**src/rtl/sprite_compositor_pkg.sv**
```systemverilog
// Shared definitions for the sprite compositor.
// Holds the game state encoding, output colour constants, map ROM class codes
// and a helper for the per-axis collision distance.
package sprite_compositor_pkg;

  typedef enum logic [1:0] {
    ST_PLAY  = 2'b00,
    ST_FLASH = 2'b01,
    ST_OVER  = 2'b10
  } state_t;

  localparam logic [7:0] COLOR_BG        = 8'h00;
  localparam logic [7:0] COLOR_WALL      = 8'hD0;
  localparam logic [7:0] COLOR_WALL_OVER = 8'hFF;
  localparam logic [7:0] COLOR_DOT       = 8'hFF;

  localparam logic [1:0] MAP_WALL  = 2'b00;
  localparam logic [1:0] MAP_FLOOR = 2'b01;

  // |a - b| for two map-relative coordinates; the difference is taken
  // signed at 10 bits so the full 9-bit range cannot wrap.
  function automatic logic [9:0] abs_diff9(input logic [8:0] a, input logic [8:0] b);
    logic signed [9:0] d;
    logic        [9:0] u;
    d = $signed({1'b0, a}) - $signed({1'b0, b});
    u = $unsigned(d);
    return d[9] ? (~u + 10'd1) : u;
  endfunction

endpackage

```
**src/rtl/sprite_compositor_hit_test.sv**
```systemverilog
// sprite_hit_test: combinational "does this screen pixel fall inside the
// sprite square" test.
// Ports:
//   x, y   : screen pixel coordinate (11 bits)
//   cx, cy : sprite centre, map-relative (9 bits)
//   en     : sprite enable
//   hit    : pixel lies in [centre-HALF, centre+HALF) on both axes
module sprite_hit_test #(
  parameter int HALF  = 12,
  parameter int ORG_X = 150,
  parameter int ORG_Y = 50
) (
  input  logic [10:0] x,
  input  logic [10:0] y,
  input  logic [8:0]  cx,
  input  logic [8:0]  cy,
  input  logic        en,
  output logic        hit
);

  logic [11:0] x_ext;
  logic [11:0] y_ext;
  logic [11:0] cx_scr;
  logic [11:0] cy_scr;
  logic        hit_x;
  logic        hit_y;

  // HALF is added on the pixel side of the lower bound so no term can go
  // negative near the screen origin.
  assign x_ext  = {1'b0, x};
  assign y_ext  = {1'b0, y};
  assign cx_scr = 12'(ORG_X) + {3'b000, cx};
  assign cy_scr = 12'(ORG_Y) + {3'b000, cy};

  assign hit_x = (x_ext + 12'(HALF) >= cx_scr) && (x_ext < cx_scr + 12'(HALF));
  assign hit_y = (y_ext + 12'(HALF) >= cy_scr) && (y_ext < cy_scr + 12'(HALF));
  assign hit   = en && hit_x && hit_y;

endmodule

```
**src/rtl/sprite_compositor.sv**
```systemverilog
// sprite_compositor: composites N_SPR sprites over the map/dot background,
// detects player/enemy collisions once per frame and runs the game-over FSM.
// Ports:
//   clk, reset            : pixel clock, async active-high reset
//   x, y, pix_valid       : screen pixel being drawn
//   spr_x, spr_y          : packed 9-bit sprite centres (map-relative), sprite 0 = player
//   spr_en, spr_color     : per-sprite enable and RGB332 colour
//   map_pixel, dot_pixel  : background classes for the current pixel
//   frame_tick            : one-cycle pulse at frame start
//   clear_over            : restart request (honoured only in OVER)
//   rgb, rgb_valid        : composited colour, 2-cycle latency
//   collide               : sticky per-enemy collision flags (bit 0 unused, 0)
//   game_over, state      : FSM status
//
// state | meaning
// PLAY  | normal play, enemies drawn, collisions evaluated on frame_tick
// FLASH | player hit, walls blink, counts FLASH_FRAMES frame_ticks
// OVER  | walls solid white, waits for clear_over
module sprite_compositor
  import sprite_compositor_pkg::*;
#(
  parameter int N_SPR        = 4,
  parameter int SPR_W        = 24,
  parameter int ORG_X        = 150,
  parameter int ORG_Y        = 50,
  parameter int MAP_W        = 348,
  parameter int MAP_H        = 408,
  parameter int COL_DIST     = 12,
  parameter int FLASH_FRAMES = 64,
  parameter int BLINK_LOG2   = 3
) (
  input  logic                 clk,
  input  logic                 reset,
  input  logic [10:0]          x,
  input  logic [10:0]          y,
  input  logic                 pix_valid,
  input  logic [9*N_SPR-1:0]   spr_x,
  input  logic [9*N_SPR-1:0]   spr_y,
  input  logic [N_SPR-1:0]     spr_en,
  input  logic [8*N_SPR-1:0]   spr_color,
  input  logic [1:0]           map_pixel,
  input  logic                 dot_pixel,
  input  logic                 frame_tick,
  input  logic                 clear_over,
  output logic [7:0]           rgb,
  output logic                 rgb_valid,
  output logic [N_SPR-1:0]     collide,
  output logic                 game_over,
  output logic [1:0]           state
);

  localparam int HALF  = SPR_W / 2;
  // Counter must be wide enough both to reach FLASH_FRAMES-1 and to own the blink bit.
  localparam int CNT_W = ($clog2(FLASH_FRAMES) > BLINK_LOG2) ? $clog2(FLASH_FRAMES) : BLINK_LOG2 + 1;

  // ---------------- stage 1: geometry ----------------
  logic [N_SPR-1:0] hit_d, hit_q;
  logic             in_map_d, in_map_q;
  logic [1:0]       map_d, map_q;
  logic             dot_d, dot_q;
  logic             v1_d, v1_q;
  logic [11:0]      x_ext, y_ext;

  for (genvar g = 0; g < N_SPR; g++) begin : g_hit
    sprite_hit_test #(
      .HALF (HALF),
      .ORG_X(ORG_X),
      .ORG_Y(ORG_Y)
    ) u_hit (
      .x  (x),
      .y  (y),
      .cx (spr_x[9*g +: 9]),
      .cy (spr_y[9*g +: 9]),
      .en (spr_en[g]),
      .hit(hit_d[g])
    );
  end

  assign x_ext = {1'b0, x};
  assign y_ext = {1'b0, y};

  always_comb begin
    in_map_d = (x_ext >= 12'(ORG_X)) && (x_ext < 12'(ORG_X + MAP_W)) &&
               (y_ext >= 12'(ORG_Y)) && (y_ext < 12'(ORG_Y + MAP_H));
    map_d    = map_pixel;
    dot_d    = dot_pixel;
    v1_d     = pix_valid;
  end

  // ---------------- FSM / collision ----------------
  state_t           state_d, state_q;
  logic [CNT_W-1:0] cnt_d, cnt_q;
  logic [N_SPR-1:0] collide_d, collide_q;
  logic             game_over_d, game_over_q;
  logic [N_SPR-1:0] new_hits;

  always_comb begin
    new_hits = '0;
    for (int i = 1; i < N_SPR; i++) begin
      if (spr_en[0] && spr_en[i] &&
          (abs_diff9(spr_x[8:0], spr_x[9*i +: 9]) < 10'(COL_DIST)) &&
          (abs_diff9(spr_y[8:0], spr_y[9*i +: 9]) < 10'(COL_DIST))) begin
        new_hits[i] = 1'b1;
      end
    end
  end

  always_comb begin
    state_d   = state_q;
    cnt_d     = cnt_q;
    collide_d = collide_q;
    case (state_q)
      ST_PLAY: begin
        // clear_over is ignored here, so a same-cycle collision always wins.
        if (frame_tick && (new_hits != '0)) begin
          collide_d = collide_q | new_hits;
          state_d   = ST_FLASH;
          cnt_d     = '0;
        end
      end
      ST_FLASH: begin
        if (frame_tick) begin
          if (cnt_q == CNT_W'(FLASH_FRAMES - 1)) begin
            state_d = ST_OVER;
          end else begin
            cnt_d = cnt_q + CNT_W'(1);
          end
        end
      end
      ST_OVER: begin
        if (clear_over) begin
          state_d   = ST_PLAY;
          collide_d = '0;
          cnt_d     = '0;
        end
      end
      default: begin
        state_d = ST_PLAY;
      end
    endcase
    game_over_d = (state_d != ST_PLAY);
  end

  // ---------------- stage 2: priority colour select ----------------
  logic [7:0] rgb_d, rgb_q;
  logic       v2_d, v2_q;
  logic       enemy_found;
  logic [7:0] enemy_color;
  logic [7:0] wall_color;
  logic [7:0] pix_color;

  always_comb begin
    enemy_found = 1'b0;
    enemy_color = COLOR_BG;
    // Scan downwards so the lowest-index enemy is the one left standing.
    for (int i = N_SPR - 1; i >= 1; i--) begin
      if (hit_q[i]) begin
        enemy_found = 1'b1;
        enemy_color = spr_color[8*i +: 8];
      end
    end

    case (state_q)
      ST_PLAY:  wall_color = COLOR_WALL;
      ST_FLASH: wall_color = cnt_q[BLINK_LOG2] ? COLOR_WALL_OVER : COLOR_WALL;
      default:  wall_color = COLOR_WALL_OVER;
    endcase

    pix_color = COLOR_BG;
    if (!in_map_q) begin
      pix_color = COLOR_BG;
    end else if (hit_q[0]) begin
      pix_color = spr_color[7:0];
    end else if (enemy_found && (state_q == ST_PLAY)) begin
      pix_color = enemy_color;
    end else if (map_q == MAP_WALL) begin
      pix_color = wall_color;
    end else if ((map_q == MAP_FLOOR) && dot_q) begin
      pix_color = COLOR_DOT;
    end

    rgb_d = v1_q ? pix_color : rgb_q;
    v2_d  = v1_q;
  end

  // ---------------- registers ----------------
  always_ff @(posedge clk or posedge reset) begin
    if (reset) begin
      hit_q       <= '0;
      in_map_q    <= 1'b0;
      map_q       <= 2'b00;
      dot_q       <= 1'b0;
      v1_q        <= 1'b0;
      rgb_q       <= 8'h00;
      v2_q        <= 1'b0;
      state_q     <= ST_PLAY;
      cnt_q       <= '0;
      collide_q   <= '0;
      game_over_q <= 1'b0;
    end else begin
      hit_q       <= hit_d;
      in_map_q    <= in_map_d;
      map_q       <= map_d;
      dot_q       <= dot_d;
      v1_q        <= v1_d;
      rgb_q       <= rgb_d;
      v2_q        <= v2_d;
      state_q     <= state_d;
      cnt_q       <= cnt_d;
      collide_q   <= collide_d;
      game_over_q <= game_over_d;
    end
  end

  assign rgb       = rgb_q;
  assign rgb_valid = v2_q;
  assign collide   = collide_q;
  assign game_over = game_over_q;
  assign state     = state_q;

endmodule

```
**config.mk**
```make
export PLATFORM = sky130hd
export DESIGN_NAME = sprite_compositor
export DESIGN_NICKNAME = d
export VERILOG_FILES = /design/src/rtl/sprite_compositor_pkg.sv /design/src/rtl/sprite_compositor_hit_test.sv /design/src/rtl/sprite_compositor.sv
export SDC_FILE = /design/constraint.sdc
export NUM_CORES = 1
export LEC_CHECK = 0
export CAP_MARGIN = 30
export CORE_AREA = 2 2 163 165
export CTS_CLUSTER_SIZE = 14
export DETAILED_ROUTE_END_ITERATION = 7
export DIE_AREA = 0 0 165 167
export PLACE_DENSITY = 0.76
export SYNTH_ARGS = -nofsm -noshare
export SYNTH_HDL_FRONTEND = slang
export SYNTH_SLANG_ARGS = --single-unit
export TNS_END_PERCENT = 20
```
**constraint.sdc**
```tcl
create_clock -name clk -period 1.7 [get_ports clk]
set_input_delay 0.51 -clock clk [delete_from_list [all_inputs] [get_ports clk]]
set_output_delay 0.51 -clock clk [all_outputs]
set_load 0.05 [all_outputs]
```
==> impl_summary.md <==
Run status
The run finished, with violations left. The final reports fail on setup timing.

Worst setup path
The kind of end point of the critical path is a register. The type of the worst setup path is in -> reg. The cell count of the worst reg-to-reg path is 8. The most critical setup path has its startpoint at spr_x[33]. The library cell contributing the largest single delay on the critical path is sky130_fd_sc_hd__clkdlybuf4s50_1. The worst register-to-register path has a setup slack of -0.16 ns.

At the worst endpoint, the required time is 1.86 ns. The cell occurring most often along the worst timing path is sky130_fd_sc_hd__buf_4. In this run the worst setup path terminates at cnt_q[4].

The worst register-to-register path begins at cnt_q[0]. The kind of launch point of the worst setup path is an input port. At the worst endpoint, the arrival time is 3.46 ns.

The capturing point of the worst reg2reg path is cnt_q[4]. The maximum net fanout on the critical path is 6. The signal on the critical path passes through clkdlybuf4s50_1, inv_2, ha_1, buf_4, nand3_1, nand2_1, a211oi_4, and3_4, o311ai_2, buf_4, a2111oi_4, a211o_4, o21ai_2, a22o_1. On the worst path, the slowest cell contributes a delay of 0.51 ns.

Synthesis
The number of warnings issued by yosys is 0. After synthesis, the share of flip-flops with an asynchronous set or reset is 1.000. In the synthesized netlist the dominant register cell turns out to be sky130_fd_sc_hd__dfrtp_1. The complex-gate fraction of the synthesized area was 0.2542. Measured against the total synthesized area, the mux share comes to 0.01135. The number of library cell types mapped by synthesis is 87. The average cell area after synthesis is 7.744 sq um. After synthesis the cells add up to 0.01014 sq mm.

Synthesis handed over a netlist of 1,310 instances. After synthesis the netlist holds a flip-flop and latch count of 30. By area, the combinational part of the netlist is dominated by adder cells.

The area share of the leading cell type in the synthesized netlist is 0.2800. The synthesized-area fraction occupied by and/or/nand/nor cells is 0.2072. The share of the Yosys chip area taken by registers is 0.07400. By area the synthesized netlist is led by sky130_fd_sc_hd__ha_1, sky130_fd_sc_hd__xnor2_1, sky130_fd_sc_hd__dfrtp_1. The synthesized-area fraction occupied by xor and xnor cells is 0.1105. sky130_fd_sc_hd__ha_1 takes more of the synthesized area than any other cell. The number of flops mapped to enable cells by yosys is 0.

The fraction of the mapped netlist area in adder cells is 0.2918.

Route
After detailed routing, the number of vias per cell comes to 5.576. For this block, wires on met1 add up to 15.57 mm. For this run, design rule violations remaining after detail routing come to 0.

Summed over all nets, wire length on met2 after detailed routing comes to 19.28 mm. The post-route antenna net violation count is 0. Routed signal wires occupy layers up through met4. For this block, the routed nets add up to 38.63 mm of wire. The final routed wire length divided by cell count is 17.31 microns.

Before antenna repair, the detailed router went through 5 iterations. Detailed routing inserted a total of 12,450 vias. The count of routing violations after the opening detailed-route iteration is 680.

The met3 wirelength from detailed routing is 2.150 mm.

Power
The post-layout total power is 7888 uW. For this design the ratio of total power to cell area is 468.0 mW/mm^2. VDD sags by at most 406.8 uV. For this design the static power due to leakage is 0.008172 uW.

Cells and area
The final layout contains 2,267 nets. Leaving out fill and tap cells, the most frequent cell in the layout is sky130_fd_sc_hd__buf_4. From synthesis to final layout, the design area changed by 66.14%. The number of inserted filler cells in the final layout is 1,894. The proportion of layout cells with a drive suffix above 1 is 0.3679. The finished layout holds 2,232 standard cells, fillers aside. In the layout the commonest cells are sky130_fd_sc_hd__buf_4, sky130_fd_sc_hd__ha_1, sky130_fd_sc_hd__inv_1. Summing all multi-input logic gate instances after layout gives 0.01012 sq mm. The number of antenna diodes in the final layout is 0. The area of all sequential standard cells is 750.7 sq um.

Global route
The wire length of the first global-routing pass is 59.54 mm. The number of global-route vias before repair came to 12,480. Across every metal layer, demand over resource in global routing totals 0.2641. The maximum number of pins on one net before global-route repair is 31. The number of antenna violations at the first check in global routing came to 0. The remaining global-route overflow is 0.

Clock network
For the worst-skew pair, the clock arrives at the later sink with an insertion delay of 0.27 ns. The hold buffer count at cts is 0. The CTS buffer count is 5. Counting along the longest clock path gives a buffer depth of 2. The root buffer cell chosen for the clock tree is sky130_fd_sc_hd__clkbuf_16. The number of H-tree levels is 2. TritonCTS built the clock tree. CTS saw 30 sinks. Clock-pin slew was measured on the worst setup and hold paths at 0.05 ns.

Floorplan
Pin placement for this block handled 154 I/O pins. The row count is 59. The die covers 0.02756 sq mm. Measured along the x axis, the die boundary spans 165 microns. The initial utilization of the core area, before any placement, comes to 0.3938. The vertical die dimension is 167 microns. The area of the placeable core is 0.02576 sq mm.

STA
In this run the tightest slew margin relative to its limit is 0.6094. The final max-slew violation count is 0. The total count of hold-check failures in the final report is 0.

The final critical path time including I/O delays and setup is 3.302 ns. The top achievable clock speed is 302.8 MHz. The fraction of the cycle the final worst path needs is 1.942. The post-layout worst setup margin is -1.602 ns.

The count of final setup violators is 16. The clock skew is 0.006010 ns. The pin slew with the least headroom to its limit is 0.5818 ns. Setup repair after global routing could not meet its margin everywhere.

Min path
The class of the most critical hold timing path is reg -> reg.

Placed design
After detailed placement, the design holds a cell count of 2,190. The sum of net half-perimeters after detailed placement is 30.48 mm. Buffers placed on the I/O ports in this run total 152. The global placement routability congestion is 0.9317.

Run
Max-cap violations in this run came to 0.
cells by family after synthesis:
logic type               Yosys count
AND/OR/NAND/NOR                  389
multiplexers                      11
adder cells (fa/ha/maj)          233
buffers and inverters            130
AO/OA/AOI/OAI                    387
other                              2
flip-flops                        30
XOR/XNOR                         128
synth_stat cells, drive strengths merged, types with 7 or more instances:
cell and number:
a2111oi 10, a211oi 9, a21boi 8, a21o 50
a21oi 101, a22oi 9, a31oi 9, and2 8
and3 18, clkbuf 7, dfrtp 30, ha 227
inv 117, mux2i 7, nand2 73, nand2b 40
nand3 31, nand3b 8, nand4 15, nor2 70
nor2b 43, nor3 40, o2111ai 20, o21a 21
o21ai 92, o311ai 7, or3 9, xnor2 98
xor2 30
registers in the layout (all words and copies together), names as in the netlist:
signal / cells
dot_q: 1
state: 2
in_map_q: 1
cnt_q: 6
collide: 3
v1_q: 1
hit_q: 4
rgb_valid: 1
rgb: 8
game_over: 1
map_q: 2
power breakdown:
group          switching, uW  internal, uW
logic                   3000          3160
registers               31.2           748
clock network            285           660
final cells by class:
class	instances	share of cell area
sequential	30	0.04454
timing repair buffer	585	0.2931
multi-input combinational	1157	0.6007
clock buffer	8	0.009873
inverter	117	0.02695
tap	335	0.02487
worst min path at each step:
stage	startpoint	endpoint	slack [ns]	depth (start not counted)
after floorplan	v1_q	rgb_valid	0.47	0
after global placement	cnt_q[2]	cnt_q[2]	0.50	1
after detailed placement	cnt_q[2]	cnt_q[2]	0.54	1
after CTS	cnt_q[2]	cnt_q[2]	0.55	1
after global routing	cnt_q[2]	cnt_q[2]	0.58	1
final	cnt_q[2]	cnt_q[2]	0.55	1
routing by layer:
metal  vias to the layer above  track usage
li1                       5985            -
met1                      5888       0.3094
met4                         0       0.1006
met2                       450       0.4844
met3                       122      0.03088
met5                         -            0
through the flow:
| stage | utilization | hold WS [ns] | area (sq um) | setup slack [ns] | setup TNS (ns) |
|---|---|---|---|---|---|
| after global placement | 0.5923 | 0.5024 | 15260 | -2.309 | -33.51 |
| final | 0.6542 | 0.5473 | 16850 | -1.602 | -22.84 |
| after global routing | 0.6542 | 0.5796 | 16850 | -1.718 | -24.64 |
| after floorplan | - | 0.4675 | 10230 | -1.488 | -20.12 |
| after CTS | 0.6385 | 0.5500 | 16450 | -1.549 | -22.15 |
| after detailed placement | 0.5923 | 0.5400 | 15260 | -2.388 | -34.88 |
repair_timing:
item	in CTS	in global routing
buffers inserted	25	13
endpoints found under the setup margin	17	21
resized for setup	262	83
pin swaps	85	54
critical path: cells and delay by family:
family                     cells  cell delay [ns]
AOI/OAI and AO/OA              6             1.36
buffers and inverters          4             0.89
and+or+nand+nor                3             0.42
adders and majority gates      1             0.28
Power figures use the tool's default switching activity.
